**config.mk**
```make
export PLATFORM = sky130hd
export DESIGN_NAME = control_unit
export DESIGN_NICKNAME = d
export VERILOG_FILES = /design/src/rtl/control_unit.sv
export SDC_FILE = /design/constraint.sdc
export NUM_CORES = 1
export LEC_CHECK = 0
export CELL_PAD_IN_SITES_DETAIL_PLACEMENT = 2
export CELL_PAD_IN_SITES_GLOBAL_PLACEMENT = 2
export CORE_ASPECT_RATIO = 0.8
export CORE_MARGIN = 2
export CORE_UTILIZATION = 39
export DETAILED_ROUTE_END_ITERATION = 16
export DONT_BUFFER_PORTS = 1
export PLACE_DENSITY_LB_ADDON = 0.25
export SKIP_CTS_REPAIR_TIMING = 1
export SYNTH_ARGS = -nofsm -noshare
export SYNTH_HDL_FRONTEND = slang
export SYNTH_SLANG_ARGS = --single-unit
```
**constraint.sdc**
```tcl
create_clock -name clk -period 3.9 [get_ports clk]
set_input_delay 0.78 -clock clk [delete_from_list [all_inputs] [get_ports clk]]
set_output_delay 0.78 -clock clk [all_outputs]
set_load 0.02 [all_outputs]
```
**src/rtl/control_unit.sv**
```systemverilog
// Single-stage instruction decoder: classifies the opcode, extracts register
// fields and computes branch/jump targets, with every output registered.
module control_unit (
  input  logic        clk,
  input  logic        reset,
  input  logic [31:0] instruction,
  input  logic [31:0] PC,
  output logic        alu,
  output logic        float,
  output logic        branch,
  output logic        jump,
  output logic        mem,
  output logic [4:0]  rs,
  output logic [4:0]  rt,
  output logic [4:0]  rd,
  output logic [4:0]  shamt,
  output logic [5:0]  funct,
  output logic [5:0]  alu_op,
  output logic [2:0]  cond,
  output logic [31:0] imm_ext,
  output logic [31:0] target,
  output logic [31:0] link,
  output logic [4:0]  dest,
  output logic        reg_write,
  output logic        fp_write,
  output logic        mem_read,
  output logic        mem_write,
  output logic        illegal
);

  typedef struct packed {
    logic        alu;
    logic        flt;
    logic        branch;
    logic        jump;
    logic        mem;
    logic [4:0]  rs;
    logic [4:0]  rt;
    logic [4:0]  rd;
    logic [4:0]  shamt;
    logic [5:0]  funct;
    logic [5:0]  alu_op;
    logic [2:0]  cond;
    logic [31:0] imm_ext;
    logic [31:0] target;
    logic [31:0] link;
    logic [4:0]  dest;
    logic        reg_write;
    logic        fp_write;
    logic        mem_read;
    logic        mem_write;
    logic        illegal;
  } dec_t;

  typedef enum logic [2:0] {
    CLS_ALU    = 3'b000,
    CLS_BRANCH = 3'b001,
    CLS_JUMP   = 3'b010,
    CLS_MEM    = 3'b011,
    CLS_FLOAT  = 3'b100
  } cls_e;

  dec_t        dec_d, dec_q;
  logic [5:0]  op;
  logic [2:0]  sub;
  logic [31:0] imm_sx;

  assign op     = instruction[31:26];
  assign sub    = op[2:0];
  assign imm_sx = {{16{instruction[15]}}, instruction[15:0]};

  always_comb begin
    dec_d         = '0;
    dec_d.rs      = instruction[25:21];
    dec_d.rt      = instruction[20:16];
    dec_d.rd      = instruction[15:11];
    dec_d.shamt   = instruction[10:6];
    dec_d.funct   = instruction[5:0];
    dec_d.imm_ext = imm_sx;
    dec_d.cond    = sub;

    // The all-zero word is a NOP rather than an R-type add of r0 into r0.
    if (instruction != 32'h0) begin
      case (op[5:3])
        CLS_ALU: begin
          dec_d.alu       = 1'b1;
          dec_d.reg_write = 1'b1;
          if (op[2]) begin
            dec_d.dest   = instruction[20:16];
            dec_d.alu_op = op;
          end else begin
            dec_d.dest   = instruction[15:11];
            dec_d.alu_op = instruction[5:0];
          end
        end
        CLS_BRANCH: begin
          dec_d.branch = 1'b1;
          dec_d.target = PC + imm_sx;
        end
        CLS_JUMP: begin
          case (sub)
            3'd0: begin
              dec_d.jump   = 1'b1;
              dec_d.target = {PC[31:26], instruction[25:0]};
            end
            3'd1: begin
              dec_d.jump      = 1'b1;
              dec_d.target    = {PC[31:26], instruction[25:0]};
              dec_d.reg_write = 1'b1;
              dec_d.dest      = 5'd31;
              dec_d.link      = PC;
            end
            3'd2: dec_d.jump = 1'b1;
            default: dec_d.illegal = 1'b1;
          endcase
        end
        CLS_MEM: begin
          case (sub)
            3'd0: begin
              dec_d.mem       = 1'b1;
              dec_d.mem_read  = 1'b1;
              dec_d.reg_write = 1'b1;
              dec_d.dest      = instruction[20:16];
            end
            3'd1: begin
              dec_d.mem       = 1'b1;
              dec_d.mem_write = 1'b1;
            end
            default: dec_d.illegal = 1'b1;
          endcase
        end
        CLS_FLOAT: begin
          dec_d.flt      = 1'b1;
          dec_d.fp_write = 1'b1;
          dec_d.dest     = instruction[15:11];
          dec_d.alu_op   = instruction[5:0];
        end
        default: dec_d.illegal = 1'b1;
      endcase
    end
  end

  always_ff @(posedge clk) begin
    if (!reset) dec_q <= '0;
    else        dec_q <= dec_d;
  end

  assign alu       = dec_q.alu;
  assign float     = dec_q.flt;
  assign branch    = dec_q.branch;
  assign jump      = dec_q.jump;
  assign mem       = dec_q.mem;
  assign rs        = dec_q.rs;
  assign rt        = dec_q.rt;
  assign rd        = dec_q.rd;
  assign shamt     = dec_q.shamt;
  assign funct     = dec_q.funct;
  assign alu_op    = dec_q.alu_op;
  assign cond      = dec_q.cond;
  assign imm_ext   = dec_q.imm_ext;
  assign target    = dec_q.target;
  assign link      = dec_q.link;
  assign dest      = dec_q.dest;
  assign reg_write = dec_q.reg_write;
  assign fp_write  = dec_q.fp_write;
  assign mem_read  = dec_q.mem_read;
  assign mem_write = dec_q.mem_write;
  assign illegal   = dec_q.illegal;

endmodule

```
* Word-level counts from Yosys, hierarchy flattened
Cells that the tools add are included.
** Operators by class
- Reduce and logical (&&, ||, !) cells :: 10
- Mux-type cells :: 19
- Equality and inequality tests :: 6
- $add $sub $neg :: 1
** Operators by type and width (count)
- 32-bit one-hot mux with 2 select lines :: 1
- 32-bit adder :: 1
- 32-bit 2-to-1 mux :: 1
- 32-bit nonzero test :: 1
- 5-bit one-hot mux with 4 select lines :: 1
- 6-bit 2-to-1 mux :: 3
- 6-bit one-hot mux with 2 select lines :: 1
- 3-bit by 2-bit == test with 1-bit output (second input constant) :: 3
- 1-bit 2-to-1 mux :: 9
- 3-bit by 1-bit == test with 1-bit output (second input constant) :: 2
- 3-bit zero test :: 2
- 1-bit one-hot mux with 3 select lines :: 2
- 3-bit AND reduction :: 2
- 3-bit OR reduction :: 2
- 5-bit 2-to-1 mux :: 1
- 4-bit AND reduction :: 1
- 3-bit == test (second input constant) :: 1
- 2-bit AND reduction :: 1
- 2-bit OR reduction :: 1
** Storage, ports and cells
- Register bits :: 129
- Logic and storage cells :: 56
- Output and inout port bits :: 146

* Depth between registers and ports, before layout
Gate-level depths: netlist (run 1).
- Depth in word-level cells :: 4
- Mapped depth :: 10

* Worst setup path after synthesis (run 1)
Ideal clock, no wire load.
- Path kind :: in2reg
- From :: input instruction[0]
- To :: register dec_q, in the netlist target[26]
- Setup slack :: 1.249 ns
- Data required time :: 3.781 ns
- Stages :: 10
- Arrival :: 2.531 ns
- Path through :: ha_1 fa_1 a21oi_1 o211ai_1 nand2_1 o221ai_2 a31oi_1 o21bai_1 mux2i_1 o21ai_1
** Between the ends
- Cells in the longest elaborated chain, start to end :: 2
** RTL lines
- from (decl) :: RTL line 6 : input logic [31:0] instruction,
- 32-bit adder / 32-bit nonzero test (equally long branches) :: RTL line 98, 83
- 32-bit one-hot mux with 2 select lines / 2-bit AND reduction (equally long branches)
- to (signal assigned) :: RTL line 144 : if (!reset) dec_q <= '0;
- to (signal assigned) :: RTL line 145 : else dec_q <= dec_d;
- to (decl) :: RTL line 63 : dec_t dec_d, dec_q;
Several ways; a longest one is shown, not always the timed one.
A chain may end at the register's enable or synchronous reset.

* Final worst setup path (run 1)
- From :: input instruction[0]
- To :: register dec_q, in the netlist target[22]
Same word-level chain as after synthesis.

==> results of run 1 <==
-- power groups by stage --
stage | sequential, mW | clock [mW] | combinational (mW)
finish | 1.28 | 1.52 | 0.402
global route | 1.28 | 1.62 | 0.440
CTS | 1.28 | 1.55 | 0.400
detailed placement | 1.30 | 0 | 0.390
global placement | 1.30 | 0 | 0.377
floorplan | 1.27 | 0 | 0.353
-- metrics by stage --
step           util [%]  hold slack (ns)  worst slack (ns)  cells
4_1_cts            43.6            0.427              1.21    753
3_3_place_gp       39.3            0.856             0.879    722
3_5_place_dp       39.3            0.858             0.840    722
2_1_floorplan         -            0.889              1.25    598
5_1_grt            43.6            0.419              1.01    753
6_report           43.6            0.440              1.20    753
-- registers in the layout, indices dropped and copies added (netlist names) --
signal,count
dest,5
rt,5
mem_read,1
funct,5
mem,1
shamt,4
alu_op,6
imm_ext,2
mem_write,1
alu,1
cond,3
reg_write,1
rd,5
illegal,1
rs,5
target,32
fp_write,1
link,32
jump,1
branch,1
-- synthesized netlist by cell type, types with 2 or more instances --
cell type,number,area (um^2)
buf_2,4,20.0
mux2i_1,3,30.0
buf_4,33,248
o21bai_1,6,45.0
xnor2_1,13,114
o21ai_1,7,35.0
nand3_1,4,20.0
nor2b_1,6,37.5
a21o_1,15,113
o21ai_2,2,17.5
nor4_1,12,75.1
clkbuf_1,23,86.3
nand3b_1,2,15.0
a211oi_2,4,50.1
a31oi_1,5,31.3
nand2b_1,2,12.5
a211oi_1,2,15.0
a221oi_1,5,43.8
dfxtp_1,113,2260
o31ai_1,2,15.0
a21oi_1,39,195
xor2_1,15,131
nor3_1,6,30.0
nor2_1,47,176
a22o_1,4,35.0
nand2_1,49,184
nand4_1,11,68.8
a22oi_1,12,90.1
inv_1,11,41.3
o21ai_0,18,90.1
ha_1,31,388
and2_1,65,407
o21a_1,3,22.5
-- per-layer routing --
layer,up-vias,global-route usage (%)
met5,-,0
met4,0,6.85
met3,16,8.85
met2,147,42.9
met1,2095,32.2
li1,1968,-
-- cells by family (layout without fill, tap and decap cells) --
logic type,count (synthesis),count (layout),synth area share [%]
flip-flops,113,113,41.8
AND/OR/NAND/NOR,211,211,20.1
adder cells (fa/ha/maj),32,32,7.54
multiplexers,3,3,0.555
XOR/XNOR,28,28,4.53
AO/OA/AOI/OAI,139,139,18.0
buffers and inverters,72,47,7.38
-- final timing paths --
kind    endpoint  cells past startpoint  slack (ns)            start
min         jump                      1        0.44  instruction[29]
max   target[22]                      9        1.20   instruction[0]
-- layout make-up --
class | count | area [um^2]
Fill cell | 1485 | 7650
Multi-Input combinational cell | 413 | 2750
Sequential cell | 113 | 2270
Clock buffer | 21 | 470
Tap cell | 180 | 225
Clock inverter | 10 | 109
Inverter | 11 | 41.3
Timing Repair Buffer | 5 | 37.5
==> reports/qor.csv, run 1 <==
stage,metric,value,unit
logic_synthesis,Mapped Area,5410,um^2
sta,Slew Limit Fails,0,
clock_network,clk root buf,clkbuf_16,
routing,DRT Pass-1 Iters,4,
clock_network,CTS tree,built,
die,Die ar.,14800,um^2
routing,vias per inst,5.61,
pwr,switch share,27.3,%
placement,# port buffers,0,
cells_and_area,area grow syn2layout,9.14,%
die,core area,13600,um^2
critical_path,Slowest Stage Delay on Critical Path,0.44,ns
global_routing,gr usage total,25.8,%
logic_synthesis,syn nets,696,
logic_synthesis,YS warnings,0,
logic_synthesis,asr flop ratio synth,0,%
sta,Final Setup Violations,0,
pwr,Pint,2.33,mW
logic_synthesis,register area share after synthesis,41.8,%
pwr,clock power share,47.6,%
routing,Iter 0 DRT Violations,218,
critical_path,CP bufs+invs,0,
critical_path,CP Class,in -> reg,
global_routing,vias in the first global route,4751,
sta,Slew HR,31.0,%
routing,DR WL met3,1.32,mm
logic_synthesis,Synth Flop Type,dfxtp_1,
global_routing,GR Overflow Total,0,
pwr,combinational power share,12.5,%
sta,post-route minimum period,2.70,ns
pwr,Final Total Pwr,3.20,mW
critical_path,"critical path, cell by cell","ha_1, fa_1, a21oi_1, o211ai_1, nand2_1, o221ai_2, a31oi_1, xor2_1, o21ai_0",
routing,routed len/inst,24.6,um
sta,Worst Tran Pin Value,1.04,ns
logic_synthesis,number of synthesized flops with an enable pin,0,
routing,post-route ant nets,0,
sta,RSZ-0062 raised after global routing,no,
sta,final hold vios,0,
critical_path,CP Data Required Time,4.17,ns
logic_synthesis,cells after synthesis,598,
cells_and_area,nets@finish,659,
placement,Final GP Congestion,0.831,
sta,setup TNS,0,ns
die,Initial Utilization,39.9,%
routing,M1 wire length,8.33,mm
pwr,register share of total power,39.9,%
die,Vert. Die Dim,109,um
clock_network,clk sink count,113,
sta,Final Cycle Share,69.3,%
clock_network,H-tree levels,4,
sta,fmax,0.370,GHz
placement,hpwl dp,13.5,mm
cells_and_area,cell area after layout,5900,um^2
routing,vias after detailed routing,4226,
global_routing,largest net degree at the start of global routing,32,
status,status,finished clean,
critical_path,CP max stage cell,fa_1,
placement,placed cell area,5320,um^2
global_routing,first-pass GRT wire length,28.3,mm
clock_network,Worst-path clk slew,0.05,ns
cells_and_area,antenna cells,0,
critical_path,Worst EP arrival,2.97,ns
critical_path,worst-path fanout max,5,
pwr,worst IR drop on VDD,0.301,mV
routing,met2 wire length,8.70,mm
die,IO Pins,212,
logic_synthesis,register bit total from synthesis,113,
cells_and_area,"commonest cells after routing, fill and taps aside","dfxtp_1, and2_1, nand2_1, nor2_1, a21oi_1",
logic_synthesis,syn avg cell area,9.05,um^2
critical_path,Setup crit end kind,flip-flop,
die,Rows,38,
pwr,Sw Pwr,874,uW
global_routing,initial antenna violation count,0,
cells_and_area,"commonest non-fill, non-tap cell in the layout",dfxtp_1,
run,Max-cap violations,0,
pwr,Pleak,2.40,nW
cells_and_area,share of layout cells above drive strength 1,9.60,%
logic_synthesis,distinct cell type count after synthesis,57,
routing,DRC Markers,0,
pwr,PD cells,542,nW/um^2
clock_network,Max Root-Sink Buffers,2,
routing,uppermost routed layer,met4,
clock_network,total CTS buffers,17,
routing,drt total wl,18.5,mm
critical_path,crit path launch type,input port,
critical_path,CP top delay family,compound AO/OA/AOI/OAI gates,
hold_path,Worst Hold Class,in -> reg,
die,die width,136,um
Power figures use the tool's default switching activity.
==> run 2, diff against run 1 <==
CORE_UTILIZATION = 36   (was 39)
clock period = 2.8 ns   (was 3.9 ns; I/O delays follow)
==> reports/qor.csv, run 2 (same netlist as run 1, synthesis figures left out) <==
stage,metric,value,unit
die,die width,141,um
critical_path,CP bufs+invs,0,
cells_and_area,cell area after layout,6060,um^2
run,Max-cap violations,0,
critical_path,worst-path fanout max,5,
clock_network,CTS tree,built,
cells_and_area,"commonest non-fill, non-tap cell in the layout",dfxtp_1,
critical_path,Worst EP arrival,2.78,ns
global_routing,GR Overflow Total,0,
routing,vias per inst,5.50,
cells_and_area,share of layout cells above drive strength 1,12.1,%
global_routing,largest net degree at the start of global routing,32,
pwr,register share of total power,38.9,%
pwr,Final Total Pwr,4.56,mW
placement,# port buffers,0,
pwr,worst IR drop on VDD,0.407,mV
sta,Worst Tran Pin Value,1.01,ns
critical_path,CP top delay family,compound AO/OA/AOI/OAI gates,
sta,post-route minimum period,2.49,ns
clock_network,Max Root-Sink Buffers,2,
hold_path,Worst Hold Class,in -> reg,
sta,Final Cycle Share,88.8,%
pwr,Pleak,2.48,nW
cells_and_area,antenna cells,0,
die,IO Pins,212,
sta,final hold vios,0,
routing,DRT Pass-1 Iters,4,
cells_and_area,Layout Utilization,40.7,%
routing,vias after detailed routing,4271,
critical_path,CP Class,in -> reg,
die,Die ar.,16000,um^2
pwr,switch share,26.6,%
global_routing,vias in the first global route,4585,
clock_network,clk root buf,clkbuf_16,
critical_path,"critical path, cell by cell","ha_1, fa_1, a21oi_1, o211ai_1, nand2_1, o221ai_2, a31oi_1, o21bai_1, mux2i_1, o21ai_1",
clock_network,H-tree levels,4,
clock_network,Worst-path clk slew,0.05,ns
clock_network,total CTS buffers,17,
routing,drt total wl,18.6,mm
die,Rows,40,
pwr,PD cells,753,nW/um^2
cells_and_area,nets@finish,675,
sta,RSZ-0062 raised after global routing,no,
status,status,finished clean,
die,core area,14900,um^2
critical_path,Setup crit end kind,flip-flop,
critical_path,crit path launch type,input port,
sta,Final Setup Violations,0,
routing,Iter 0 DRT Violations,247,
critical_path,Slowest Stage Delay on Critical Path,0.34,ns
pwr,Pint,3.35,mW
sta,Slew HR,32.4,%
placement,Final GP Congestion,0.842,
cells_and_area,"commonest cells after routing, fill and taps aside","dfxtp_1, and2_1, nand2_1, nor2_1, a21oi_1",
critical_path,CP Data Required Time,3.09,ns
cells_and_area,area grow syn2layout,12.0,%
global_routing,first-pass GRT wire length,28.3,mm
critical_path,CP max stage cell,o221ai_2,
clock_network,clk sink count,113,
global_routing,gr usage total,23.6,%
sta,Final Worst Setup Slack,0.315,ns
pwr,Sw Pwr,1.22,mW
pwr,combinational power share,12.9,%
routing,post-route ant nets,0,
pwr,clock power share,48.2,%
placement,hpwl dp,14.2,mm
sta,Slew Limit Fails,0,
placement,Placement Setup Slack,-0.0158,ns
die,Initial Utilization,36.4,%
sta,fmax,0.402,GHz
routing,routed len/inst,23.9,um
sta,hold_ws,0.215,ns
placement,placed cell area,5460,um^2
global_routing,initial antenna violation count,1,
die,Vert. Die Dim,114,um
routing,DRC Markers,0,
## run 2: changes by cell type in the layout (fill, tap and decap cells not counted), sizes merged
cell / delta
buf: +16
bufinv: +1
clkbuf: -1
clkinv: -1
clkinvlp: +1
inv: -1
## run 2: per-stage QoR
stage,setup TNS [ns],std cells
after floorplan,0,598
after global placement,0,747
after detailed placement,-0.0158,747
after CTS,0,777
after global routing,0,777
final,0,777
## run 2: cell type report
type	instances	area, um^2
flip-flops and latches	113	2270
inverters	11	41.3
clock inverters	10	135
clock buffers	20	467
fillers	1625	8810
well taps	189	236
multi-input cells	413	2750
repair buffers	21	158
## run 2: worst paths after layout
| check | from | end | depth (start not counted) |
|---|---|---|---|
| worst max-delay path | instruction[0] | target[26] | 10 |
| worst min-delay path | instruction[31] | alu | 1 |
## run 2: per-layer routing
| layer | part of all wire, % | global-route usage [%] | routed length [um] | vias to the layer above |
|---|---|---|---|---|
| li1 | - | - | - | 1997 |
| met1 | 47 | 31.2 | 8710 | 2124 |
| met2 | 47 | 38.0 | 8770 | 142 |
| met3 | 5.2 | 7.05 | 958 | 8 |
| met4 | 0.70 | 6.27 | 130 | 0 |
| met5 | 0 | 0 | 0 | - |
## run 2: power groups by stage
stage	sequential [mW]	clock, mW	combinational [mW]
final	1.77	2.20	0.587
after global placement	1.81	0	0.560
after floorplan	1.77	0	0.492
after CTS	1.78	2.26	0.587
after detailed placement	1.81	0	0.576
after global routing	1.78	2.33	0.651
==> run 3, diff against run 2 <==
GPL_ROUTABILITY_DRIVEN = 0   (was not set)
GPL_TIMING_DRIVEN = 1   (was not set)
SLEW_MARGIN = 20   (was not set)
==> reports/qor.csv, run 3 (same netlist as run 1, synthesis figures left out) <==
stage,metric,value,unit
status,status,finished clean,
cells_and_area,Layout Utilization,40.6,%
clock_network,clk sink count,113,
routing,post-route ant nets,0,
die,die width,141,um
die,Rows,40,
placement,cell count after placement,739,
placement,# port buffers,0,
sta,Worst Tran Pin Value,1.02,ns
routing,vias after detailed routing,4271,
die,Initial Utilization,36.4,%
clock_network,clk root buf,clkbuf_16,
clock_network,Max Root-Sink Buffers,2,
global_routing,vias in the first global route,4655,
sta,setup TNS,0,ns
global_routing,GR Overflow Total,0,
sta,Final Worst Setup Slack,0.371,ns
hold_path,Hold Crit Depth,1,
pwr,PD cells,773,nW/um^2
critical_path,Slowest Stage Delay on Critical Path,0.51,ns
cells_and_area,nets@finish,667,
critical_path,crit path launch type,input port,
sta,hold_ws,0.207,ns
critical_path,Setup crit end kind,flip-flop,
sta,Final Cycle Share,86.7,%
clock_network,total CTS buffers,17,
pwr,Pleak,2.46,nW
critical_path,CP Class,in -> reg,
clock_network,CTS tree,built,
sta,Final Setup Violations,0,
placement,Placement Setup Slack,0.0285,ns
die,Vert. Die Dim,114,um
routing,drt total wl,17.8,mm
pwr,worst IR drop on VDD,0.403,mV
cells_and_area,area grow syn2layout,11.5,%
global_routing,initial antenna violation count,1,
die,IO Pins,212,
hold_path,worst hold start,instruction[27],
global_routing,first-pass GRT wire length,27.6,mm
critical_path,CP bufs+invs,0,
critical_path,CP max stage cell,nor4_2,
routing,vias per inst,5.54,
sta,fmax,0.412,GHz
sta,final hold vios,0,
die,Die ar.,16000,um^2
routing,Iter 0 DRT Violations,207,
cells_and_area,share of layout cells above drive strength 1,11.2,%
cells_and_area,# fillers,1648,
run,Max-cap violations,0,
critical_path,Worst EP arrival,2.74,ns
sta,Slew Limit Fails,0,
global_routing,gr usage total,22.8,%
routing,DRC Markers,0,
critical_path,"critical path, cell by cell","ha_1, and4_1, o21a_4, a211oi_4, nor4_2, a221oi_2, xnor2_1, o21bai_1, a22o_1",
cells_and_area,"commonest cells after routing, fill and taps aside","dfxtp_1, and2_1, nand2_1, nor2_1, a21oi_1",
routing,DRT Pass-1 Iters,4,
critical_path,worst-path fanout max,5,
clock_network,H-tree levels,4,
global_routing,largest net degree at the start of global routing,32,
cells_and_area,"commonest non-fill, non-tap cell in the layout",dfxtp_1,
clock_network,Worst-path clk slew,0.06,ns
sta,RSZ-0062 raised after global routing,no,
cells_and_area,antenna cells,0,
critical_path,CP Data Required Time,3.11,ns
cells_and_area,Post-Layout Cell Count,771,
placement,hpwl dp,13.4,mm
routing,routed len/inst,23.1,um
die,core area,14900,um^2
critical_path,CP top delay family,simple AND/OR/NAND/NOR gates,
hold_path,Worst Hold Class,in -> reg,
sta,post-route minimum period,2.43,ns
hold_path,Hold EP,mem_read,
sta,Slew HR,32.6,%
## run 3: stage by stage
step | power, mW | cell area, um^2
after CTS | 4.70 | 6030
after detailed placement | 2.37 | 5400
after global routing | 4.86 | 6030
after global placement | 2.34 | 5400
final | 4.66 | 6030
after floorplan | 2.26 | 5410
## run 3: worst max-delay path by stage
stage / from / end / slack, ns / cells past startpoint
6_report: instruction[8] / target[31] / 0.37 / 9
5_1_grt: instruction[8] / target[26] / 0.19 / 9
4_1_cts: instruction[7] / target[31] / 0.41 / 9
3_5_place_dp: instruction[10] / target[31] / 0.03 / 9
3_3_place_gp: instruction[10] / target[31] / 0.09 / 9
2_1_floorplan: instruction[0] / target[26] / 0.37 / 10
## run 3: cell type report
cell class / instances / area [um^2] / area share [%]
multi-input cells: 413 / 2750 / 45.7
flip-flops and latches: 113 / 2270 / 37.6
clock buffers: 17 / 425 / 7.06
well taps: 189 / 236 / 3.92
clock inverters: 15 / 209 / 3.47
repair buffers: 13 / 97.6 / 1.62
inverters: 11 / 41.3 / 0.685
## run 3: report_power, final
part,switching [mW],leakage [nW],internal [mW],total [mW]
clock,0.821,0.300,1.50,2.32
sequential,0.116,0.922,1.66,1.77
combinational,0.343,1.23,0.227,0.570
total,1.28,2.46,3.38,4.66
## run 3: routing by layer
metal,track usage [%],wire (um),vias up
li1,-,-,1985
met1,29.4,8210,2123
met2,37.3,8370,147
met3,6.63,1010,16
met4,6.93,204,0
met5,0,0,-
